File: config.mk
export PLATFORM = sky130hd
export DESIGN_NAME = strobe_fifo
export DESIGN_NICKNAME = d
export VERILOG_FILES = /design/src/rtl/strobe_fifo.sv
export SDC_FILE = /design/constraint.sdc
export NUM_CORES = 1
export LEC_CHECK = 0
export BUFFER_PORTS_ARGS = -buffer_cell sky130_fd_sc_hd__buf_2
export CAP_MARGIN = 20
export CORE_MARGIN = 2
export CORE_UTILIZATION = 54
export DETAILED_ROUTE_END_ITERATION = 16
export PLACE_DENSITY = 0.87
export SYNTH_ARGS = -nofsm -noshare
export SYNTH_HDL_FRONTEND = slang
export SYNTH_SLANG_ARGS = --single-unit
File: constraint.sdc
create_clock -name clk -period 3.8 [get_ports clk]
set_input_delay 0.57 -clock clk [delete_from_list [all_inputs] [get_ports clk]]
set_output_delay 0.57 -clock clk [all_outputs]
set_load 0.02 [all_outputs]
File: src/rtl/strobe_fifo.sv
// rtl/strobe_fifo.sv - strobe-qualified show-ahead FIFO with level status and sticky errors
module strobe_fifo #(
  parameter int               WIDTH     = 4,
  parameter int               DEPTH     = 4,
  parameter logic [WIDTH-1:0] RESET_VAL = WIDTH'(4'ha),
  parameter int               LW        = $clog2(DEPTH + 1)
) (
  input  logic             clk,
  input  logic             rst_n,
  input  logic             wr_en,
  input  logic             wr_stb,
  input  logic [WIDTH-1:0] din,
  input  logic             rd_en,
  input  logic             rd_stb,
  input  logic             clr_err,
  output logic [WIDTH-1:0] outp,
  output logic             empty,
  output logic             full,
  output logic [LW-1:0]    level,
  output logic             ovf,
  output logic             udf
);

  localparam int            AW      = $clog2(DEPTH);
  localparam logic [LW-1:0] DEPTH_L = LW'(DEPTH);

  logic [WIDTH-1:0] mem_q [DEPTH];

  logic             wr_dly_q, rd_dly_q;
  logic [AW-1:0]    wr_ptr_q, wr_ptr_d;
  logic [AW-1:0]    rd_ptr_q, rd_ptr_d;
  logic [AW-1:0]    rd_ptr_nxt;
  logic [LW-1:0]    level_q, level_d;
  logic             empty_q, full_q;
  logic             ovf_q, ovf_d;
  logic             udf_q, udf_d;
  logic [WIDTH-1:0] outp_q, outp_d;

  logic push_req, pop_req, push_ok, pop_ok;

  always_comb begin
    push_req   = wr_dly_q & wr_stb;
    pop_req    = rd_dly_q & rd_stb;
    pop_ok     = pop_req & (level_q != '0);
    // A full queue still accepts a write when the head leaves in the same cycle.
    push_ok    = push_req & ((level_q < DEPTH_L) | pop_ok);
    rd_ptr_nxt = rd_ptr_q + AW'(1);
    wr_ptr_d   = push_ok ? wr_ptr_q + AW'(1) : wr_ptr_q;
    rd_ptr_d   = pop_ok ? rd_ptr_nxt : rd_ptr_q;
    level_d    = level_q + LW'(push_ok) - LW'(pop_ok);

    outp_d = outp_q;
    if (pop_ok && (level_d != '0)) begin
      outp_d = (level_q == LW'(1)) ? din : mem_q[rd_ptr_nxt];
    end else if (push_ok && (level_q == '0)) begin
      outp_d = din;
    end

    // A new error in the clearing cycle keeps its flag set.
    ovf_d = (ovf_q & ~clr_err) | (push_req & ~push_ok);
    udf_d = (udf_q & ~clr_err) | (pop_req & ~pop_ok);
  end

  always_ff @(posedge clk or negedge rst_n) begin
    if (!rst_n) begin
      wr_dly_q <= 1'b0;
      rd_dly_q <= 1'b0;
      wr_ptr_q <= '0;
      rd_ptr_q <= '0;
      level_q  <= '0;
      empty_q  <= 1'b1;
      full_q   <= 1'b0;
      ovf_q    <= 1'b0;
      udf_q    <= 1'b0;
      outp_q   <= RESET_VAL;
    end else begin
      wr_dly_q <= wr_en;
      rd_dly_q <= rd_en;
      wr_ptr_q <= wr_ptr_d;
      rd_ptr_q <= rd_ptr_d;
      level_q  <= level_d;
      empty_q  <= (level_d == '0);
      full_q   <= (level_d == DEPTH_L);
      ovf_q    <= ovf_d;
      udf_q    <= udf_d;
      outp_q   <= outp_d;
    end
  end

  always_ff @(posedge clk) begin
    if (push_ok) begin
      mem_q[wr_ptr_q] <= din;
    end
  end

  assign outp  = outp_q;
  assign empty = empty_q;
  assign full  = full_q;
  assign level = level_q;
  assign ovf   = ovf_q;
  assign udf   = udf_q;

endmodule

==> out/results.md, run 1 <==
Timing
* **Slew Limit Headroom** 0.697
* **clk_skew** 0.0120 ns
* **share of the clock period used by the worst path after layout** 0.872
* **setup total negative slack** 0 ns
* **count of pins over their slew limit** 0
* **transition time of the tightest slew-check pin** 0.454 ns
* **Setup Viol. Count Final** 0
* **clock period minus worst slack** 3.31 ns
* **RSZ-0062 raised after global routing** false
* **Final Hold Vio Count** 0
* **maximum clock rate** 0.302 GHz
* **Worst Hold Margin** 0.134 ns

Clock network
* **clock transition at the register clock pins on the worst setup and hold paths after CTS** 0.10 ns
* **number of buffers added by the clock tree synthesis step** 5
* **sink count of the clock tree** 33
* **worst skew pair latency** 0.33 ns
* **number of resized instances in the post-cts repair step** 0
* **clock tree from TritonCTS** done
* **H-Tree Level Count** 2
* **Post-CTS Hold Fix Bufs** 0
* **largest buffer count on any clock path** 2
* **root buffer selected by CTS** sky130_fd_sc_hd__clkbuf_4
* **Post-CTS Setup Inserts** 0

Outcome
* **run status** finished, final reports clean

Floorplan
* **number of placement rows** 18
* **overall die height** 55.3 microns
* **Initial Util** 0.574
* **Total Die Area** 0.00306 sq mm
* **number of top-level pins** 22
* **Std-Cell Core Area** 0.00248 sq mm
* **DIE WIDTH** 55.3 microns

Logic synthesis
* **number of cells produced by synthesis** 92
* **library cells used by synthesis** 30
* **synthesized netlist net count** 110
* **most frequent cell after synthesis** sky130_fd_sc_hd__edfxtp_1
* **yosys warns** 0
* **Syn Std Cell Area** 0.00142 sq mm
* **area leader, netlist** sky130_fd_sc_hd__edfxtp_1
* **top cells by instance count after synthesis** sky130_fd_sc_hd__edfxtp_1 (16), sky130_fd_sc_hd__dfrtp_1 (14), sky130_fd_sc_hd__inv_1 (10)
* **register area share after synthesis** 0.639
* **Synth top area share** 0.338
* **flop and latch count out of synthesis** 33
* **mean cell area of the mapped netlist** 15.5 sq um
* **share of synthesized flip-flops with an asynchronous set or reset** 0.515
* **number of synthesized flops with an enable pin** 16
* **leading register cell type out of synthesis** sky130_fd_sc_hd__edfxtp_1
* **Area contributors post-synth** sky130_fd_sc_hd__edfxtp_1 (34%), sky130_fd_sc_hd__dfrtp_1 (25%), sky130_fd_sc_hd__mux4_2 (6.3%)

Power and ir drop
* **Pwr Density** 757 mW/mm^2
* **Max rail drop VDD** 0.493 mV
* **Leak** 0.712 nW

Global routing
* **maximum number of pins on one net before global-route repair** 18
* **number of antenna violations at the first check in global routing** 0
* **global-route wire length before repair** 4170 microns
* **global-route total usage across every layer** 0.187
* **overflow left after global routing** 0
* **vias in the first global route** 885

Route
* **TritonRoute pass-1 iters** 4
* **routed wire length** 2360 microns
* **vias per cell** 5.35
* **number of vias after detailed routing** 808
* **number of design-rule violations left by the first detailed-router iteration** 15
* **Post-route DRC** 0
* **per-cell routed wire length** 15.6 microns
* **remaining number of nets flagged by the antenna check after routing** 0

Cells and area
* **layout-stage area growth over the synthesis result** 15.2%
* **share of cells above drive strength 1** 0.355
* **Antenna diodes** 0
* **final std cells w/o fill** 151
* **number of fill cells** 182
* **Post-Route Utilization** 0.662
* **final std cell area, no fill** 0.00164 sq mm
* **final-stage net count** 138

Critical path
* **critical path data arrival time** 3.54 ns
* **Crit Path Category** flop to flop
* **Worst Path Required** 4.03 ns
* **startpoint type of the worst setup path** flop
* **critical path fanouts, max** 7
* **crit end category** flop
* **depth of the most critical reg-to-reg path** 11

Placement
* **instance area after placement** 0.00157 sq mm
* **buffers added on ports** 21
* **gpl congestion** 0.743
* **# placed instances** 143
* **estimated wirelength of the detail-placed design** 1840 microns

Min path
* **worst min-delay path class** input port to asynchronous set/reset pin

Job
* **# Max-Cap Violations** 0

[area by class of cell]
type / instances / area (sq um) / area share
Sequential cell: 33 / 910 / 0.555
Clock buffer: 7 / 65.1 / 0.0397
Inverter: 10 / 37.5 / 0.0229
Clock inverter: 1 / 5.00 / 0.00305
Tap cell: 30 / 37.5 / 0.0229
Multi-Input combinational cell: 48 / 472 / 0.288
Timing Repair Buffer: 22 / 113 / 0.0687
[flip-flops by register name, indices dropped and copies added, names as in the netlist, 2 cells and up]
signal / cells
outp: 4
level: 3
wr_ptr_q: 2
rd_ptr_q: 2
mem_q: 16
[report_power, final]
group	internal, W	switching, W
Sequential	0.000473	0.0000815
Combinational	0.000211	0.000257
Clock	0.000107	0.000111
Total	0.000790	0.000450
[kinds of logic (layout without fill, tap and decap cells)]
kind of cell | after synthesis | after routing | synth area share
muxes | 11 | 11 | 0.118
buffers and inverters | 11 | 40 | 0.0290
adders and majority gates | 7 | 7 | 0.0668
DFF | 33 | 33 | 0.639
and+or+nand+nor | 19 | 19 | 0.0712
xor gates and xnor gates | 4 | 4 | 0.0352
AOI/OAI and AO/OA | 7 | 7 | 0.0405
[path summary, 6_finish.rpt]
check	startpoint	end	slack, ns
min	rst_n	wr_ptr_q[1]$_DFFE_PN0P_	0.13
max	level[2]$_DFF_PN0_	outp[0]$_DFFE_PN0P_	0.49
min in group clk	wr_en	wr_dly_q$_DFF_PN0_	0.34
min reg2reg	outp[2]$_DFFE_PN0P_	outp[2]$_DFFE_PN0P_	0.50
max in group asynchronous	rst_n	empty$_DFF_PN1_	3.36
max reg2reg	level[2]$_DFF_PN0_	outp[0]$_DFFE_PN0P_	0.49
[cells in the final DEF, fill, tap and decap left out, types with 2 or more instances in the layout]
master / instances
sky130_fd_sc_hd__mux2_2: 3
sky130_fd_sc_hd__dfrtp_1: 14
sky130_fd_sc_hd__nor2_1: 2
sky130_fd_sc_hd__mux2_1: 3
sky130_fd_sc_hd__clkbuf_4: 5
sky130_fd_sc_hd__edfxtp_1: 16
sky130_fd_sc_hd__and2_1: 4
sky130_fd_sc_hd__xnor2_1: 2
sky130_fd_sc_hd__dfstp_2: 3
sky130_fd_sc_hd__o21ai_0: 2
sky130_fd_sc_hd__buf_2: 21
sky130_fd_sc_hd__ha_1: 6
sky130_fd_sc_hd__inv_1: 10
sky130_fd_sc_hd__clkbuf_8: 2
sky130_fd_sc_hd__mux4_2: 4
sky130_fd_sc_hd__nand2_1: 6
[per-layer routing]
metal | wire length [microns] | vias to the layer above | GRT usage
li1 | - | 382 | -
met1 | 987 | 397 | 0.228
met2 | 1220 | 23 | 0.291
met3 | 94 | 6 | 0.0703
met4 | 64 | 0 | 0.0976
met5 | 0 | - | 0
[through the flow]
step / setup slack, ns / total power, W
finish: 0.487 / 0.00124
global route: 0.195 / 0.00133
CTS: 0.487 / 0.00126
detailed placement: 0.338 / 0.00104
global placement: 0.430 / 0.00101
floorplan: 0.473 / 0.000898
[critical path: stages (launching register included)]
cell and delay (ns):
sky130_fd_sc_hd__dfrtp_1 0.47, sky130_fd_sc_hd__nor3_2 0.34, sky130_fd_sc_hd__nor2_1 0.17, sky130_fd_sc_hd__ha_1 0.30
sky130_fd_sc_hd__inv_1 0.06, sky130_fd_sc_hd__ha_1 0.13, sky130_fd_sc_hd__inv_1 0.05, sky130_fd_sc_hd__fa_1 0.48
sky130_fd_sc_hd__nor2b_1 0.30, sky130_fd_sc_hd__nand2_1 0.12, sky130_fd_sc_hd__a22oi_1 0.42, sky130_fd_sc_hd__mux2_1 0.37
(Power assumes the default switching activity.)
==> inputs of run 2 (changes only) <==
SETUP_SLACK_MARGIN = 0.5   (was unset)
==> run 2 against run 1 <==
- critical path depth is the same
- clock skew is 0.0048 ns lower
- first-iteration DRC count fell by 47%
- combinational power is 4.3% higher
- critical path type unchanged
==> out/results.md, run 2 (same netlist as run 1, synthesis figures left out) <==
Cells and area
* **Post-Route Utilization** 0.669
* **share of cells above drive strength 1** 0.366
* **top register by number of flip-flops** mem_q
* **leading cell types in the layout, fill and taps excluded** sky130_fd_sc_hd__buf_2 (21), sky130_fd_sc_hd__edfxtp_1 (16), sky130_fd_sc_hd__dfrtp_1 (14), sky130_fd_sc_hd__inv_1 (10)
* **final-stage net count** 140
* **Antenna diodes** 0
* **most frequent standard cell in the layout excluding fill and tap cells** sky130_fd_sc_hd__buf_2
* **max reg flops** 16
* **number of fill cells** 183
* **layout-stage area growth over the synthesis result** 16.5%

Timing
* **clock period minus worst slack** 3.07 ns
* **Final Hold Vio Count** 0
* **maximum clock rate** 0.326 GHz
* **setup total negative slack** 0 ns
* **count of pins over their slew limit** 0
* **clk_skew** 0.00726 ns
* **share of the clock period used by the worst path after layout** 0.808
* **RSZ-0062 raised after global routing** false
* **Setup Viol. Count Final** 0
* **Slew Limit Headroom** 0.734
* **transition time of the tightest slew-check pin** 0.398 ns

Min path
* **worst min-delay path class** input port to asynchronous set/reset pin

Floorplan
* **Initial Util** 0.574
* **number of top-level pins** 22
* **overall die height** 55.3 microns
* **number of placement rows** 18
* **Std-Cell Core Area** 0.00248 sq mm
* **DIE WIDTH** 55.3 microns
* **Total Die Area** 0.00306 sq mm

Power and ir drop
* **Pwr Density** 745 mW/mm^2
* **Final Total Pwr** 0.00123 W
* **Max rail drop VDD** 0.715 mV
* **Leak** 0.712 nW

Critical path
* **cell family with the largest share of critical-path delay** adder cells
* **crit end category** flop
* **Worst Path Required** 4.01 ns
* **RR Endpoint** outp[2]$_DFFE_PN0P_
* **delay of the slowest cell on the worst path** 0.49 ns
* **critical path fanouts, max** 6
* **WP buf/inv** 2
* **Crit Path Category** flop to flop
* **CP Cell Sequence** nor3_4 -> nor2_2 -> ha_1 -> inv_1 -> ha_1 -> inv_1 -> fa_1 -> xnor3_2 -> a211oi_4 -> mux2_2 -> mux2_1
* **CP max-delay cell** sky130_fd_sc_hd__dfrtp_1
* **launch point of the worst reg-to-reg path** level[1]$_DFF_PN0_
* **startpoint type of the worst setup path** flop
* **critical path data arrival time** 3.28 ns
* **depth of the most critical reg-to-reg path** 11
* **reg2reg setup slack** 0.73 ns

Placement
* **gpl congestion** 0.760
* **estimated wirelength of the detail-placed design** 1740 microns
* **buffers added on ports** 21

Clock network
* **H-Tree Level Count** 2
* **Post-CTS Hold Fix Bufs** 0
* **largest buffer count on any clock path** 2
* **number of buffers added by the clock tree synthesis step** 5
* **worst skew pair latency** 0.32 ns
* **clock tree from TritonCTS** done
* **clock transition at the register clock pins on the worst setup and hold paths after CTS** 0.10 ns
* **sink count of the clock tree** 33
* **root buffer selected by CTS** sky130_fd_sc_hd__clkbuf_4

Route
* **remaining number of nets flagged by the antenna check after routing** 0
* **routed wire length** 2420 microns
* **vias per cell** 5.20
* **Post-route DRC** 0
* **number of vias after detailed routing** 796
* **per-cell routed wire length** 15.8 microns
* **number of design-rule violations left by the first detailed-router iteration** 8
* **TritonRoute pass-1 iters** 4

Global routing
* **global-route wire length before repair** 4130 microns
* **number of antenna violations at the first check in global routing** 0
* **maximum number of pins on one net before global-route repair** 18
* **vias in the first global route** 852
* **overflow left after global routing** 0
* **global-route total usage across every layer** 0.180

Job
* **# Max-Cap Violations** 0

Outcome
* **run status** finished, final reports clean

run 2: area by class of cell:
type                       count  area (sq um)  area share
inverter                      10          37.5      0.0226
clock buffer                   7          45.0      0.0272
multi-input combinational     48           497       0.300
tap                           30          37.5      0.0226
clock inverter                 1          3.75     0.00226
sequential                    33           910       0.549
timing repair buffer          24           128      0.0770
run 2: power breakdown:
group,internal (W),total [W],switching (W)
registers,0.000473,0.000568,0.0000958
clock network,0.0000711,0.000178,0.000107
logic,0.000227,0.000488,0.000261
total,0.000770,0.00123,0.000465
run 2: per-layer routing:
layer | routed length (microns) | share of wire | GRT usage
met5 | 0 | 0 | 0
met4 | 37 | 0.015 | 0.0941
met3 | 72 | 0.030 | 0.0515
met2 | 1210 | 0.50 | 0.277
met1 | 1100 | 0.46 | 0.234
run 2: worst max-delay path by stage:
stage	start	cells past startpoint	to
5_1_grt	level[1]$_DFF_PN0_	11	outp[2]$_DFFE_PN0P_
2_1_floorplan	rd_stb	12	outp[0]$_DFFE_PN0P_
3_3_place_gp	rd_stb	13	outp[2]$_DFFE_PN0P_
3_5_place_dp	rd_stb	13	outp[2]$_DFFE_PN0P_
6_report	level[1]$_DFF_PN0_	11	outp[2]$_DFFE_PN0P_
4_1_cts	level[2]$_DFF_PN0_	11	outp[2]$_DFFE_PN0P_
run 2: per-stage QoR:
stage,setup WS [ns],hold WS (ns),area (sq um),std cells
after floorplan,0.606,0.274,1430,92
after global placement,0.325,0.479,1570,142
after detailed placement,0.247,0.483,1570,142
after CTS,0.518,0.155,1610,150
after global routing,0.554,0.160,1660,153
final,0.730,0.157,1660,153
run 2: repair_timing:
item	in CTS	in global routing
buffers inserted	0	3
endpoints found under the setup margin	0	4
hold endpoints to repair	0	0
resized for setup	0	4
run 2: worst reg2reg max path, delay by kind of cell (launching register included):
family | cells | cell delay (ns)
AND/OR/NAND/NOR | 2 | 0.37
XOR/XNOR | 1 | 0.29
flip-flops | 1 | 0.49
buffers and inverters | 2 | 0.09
adder cells (fa/ha/maj) | 3 | 0.76
AO/OA/AOI/OAI | 1 | 0.30
multiplexers | 2 | 0.64
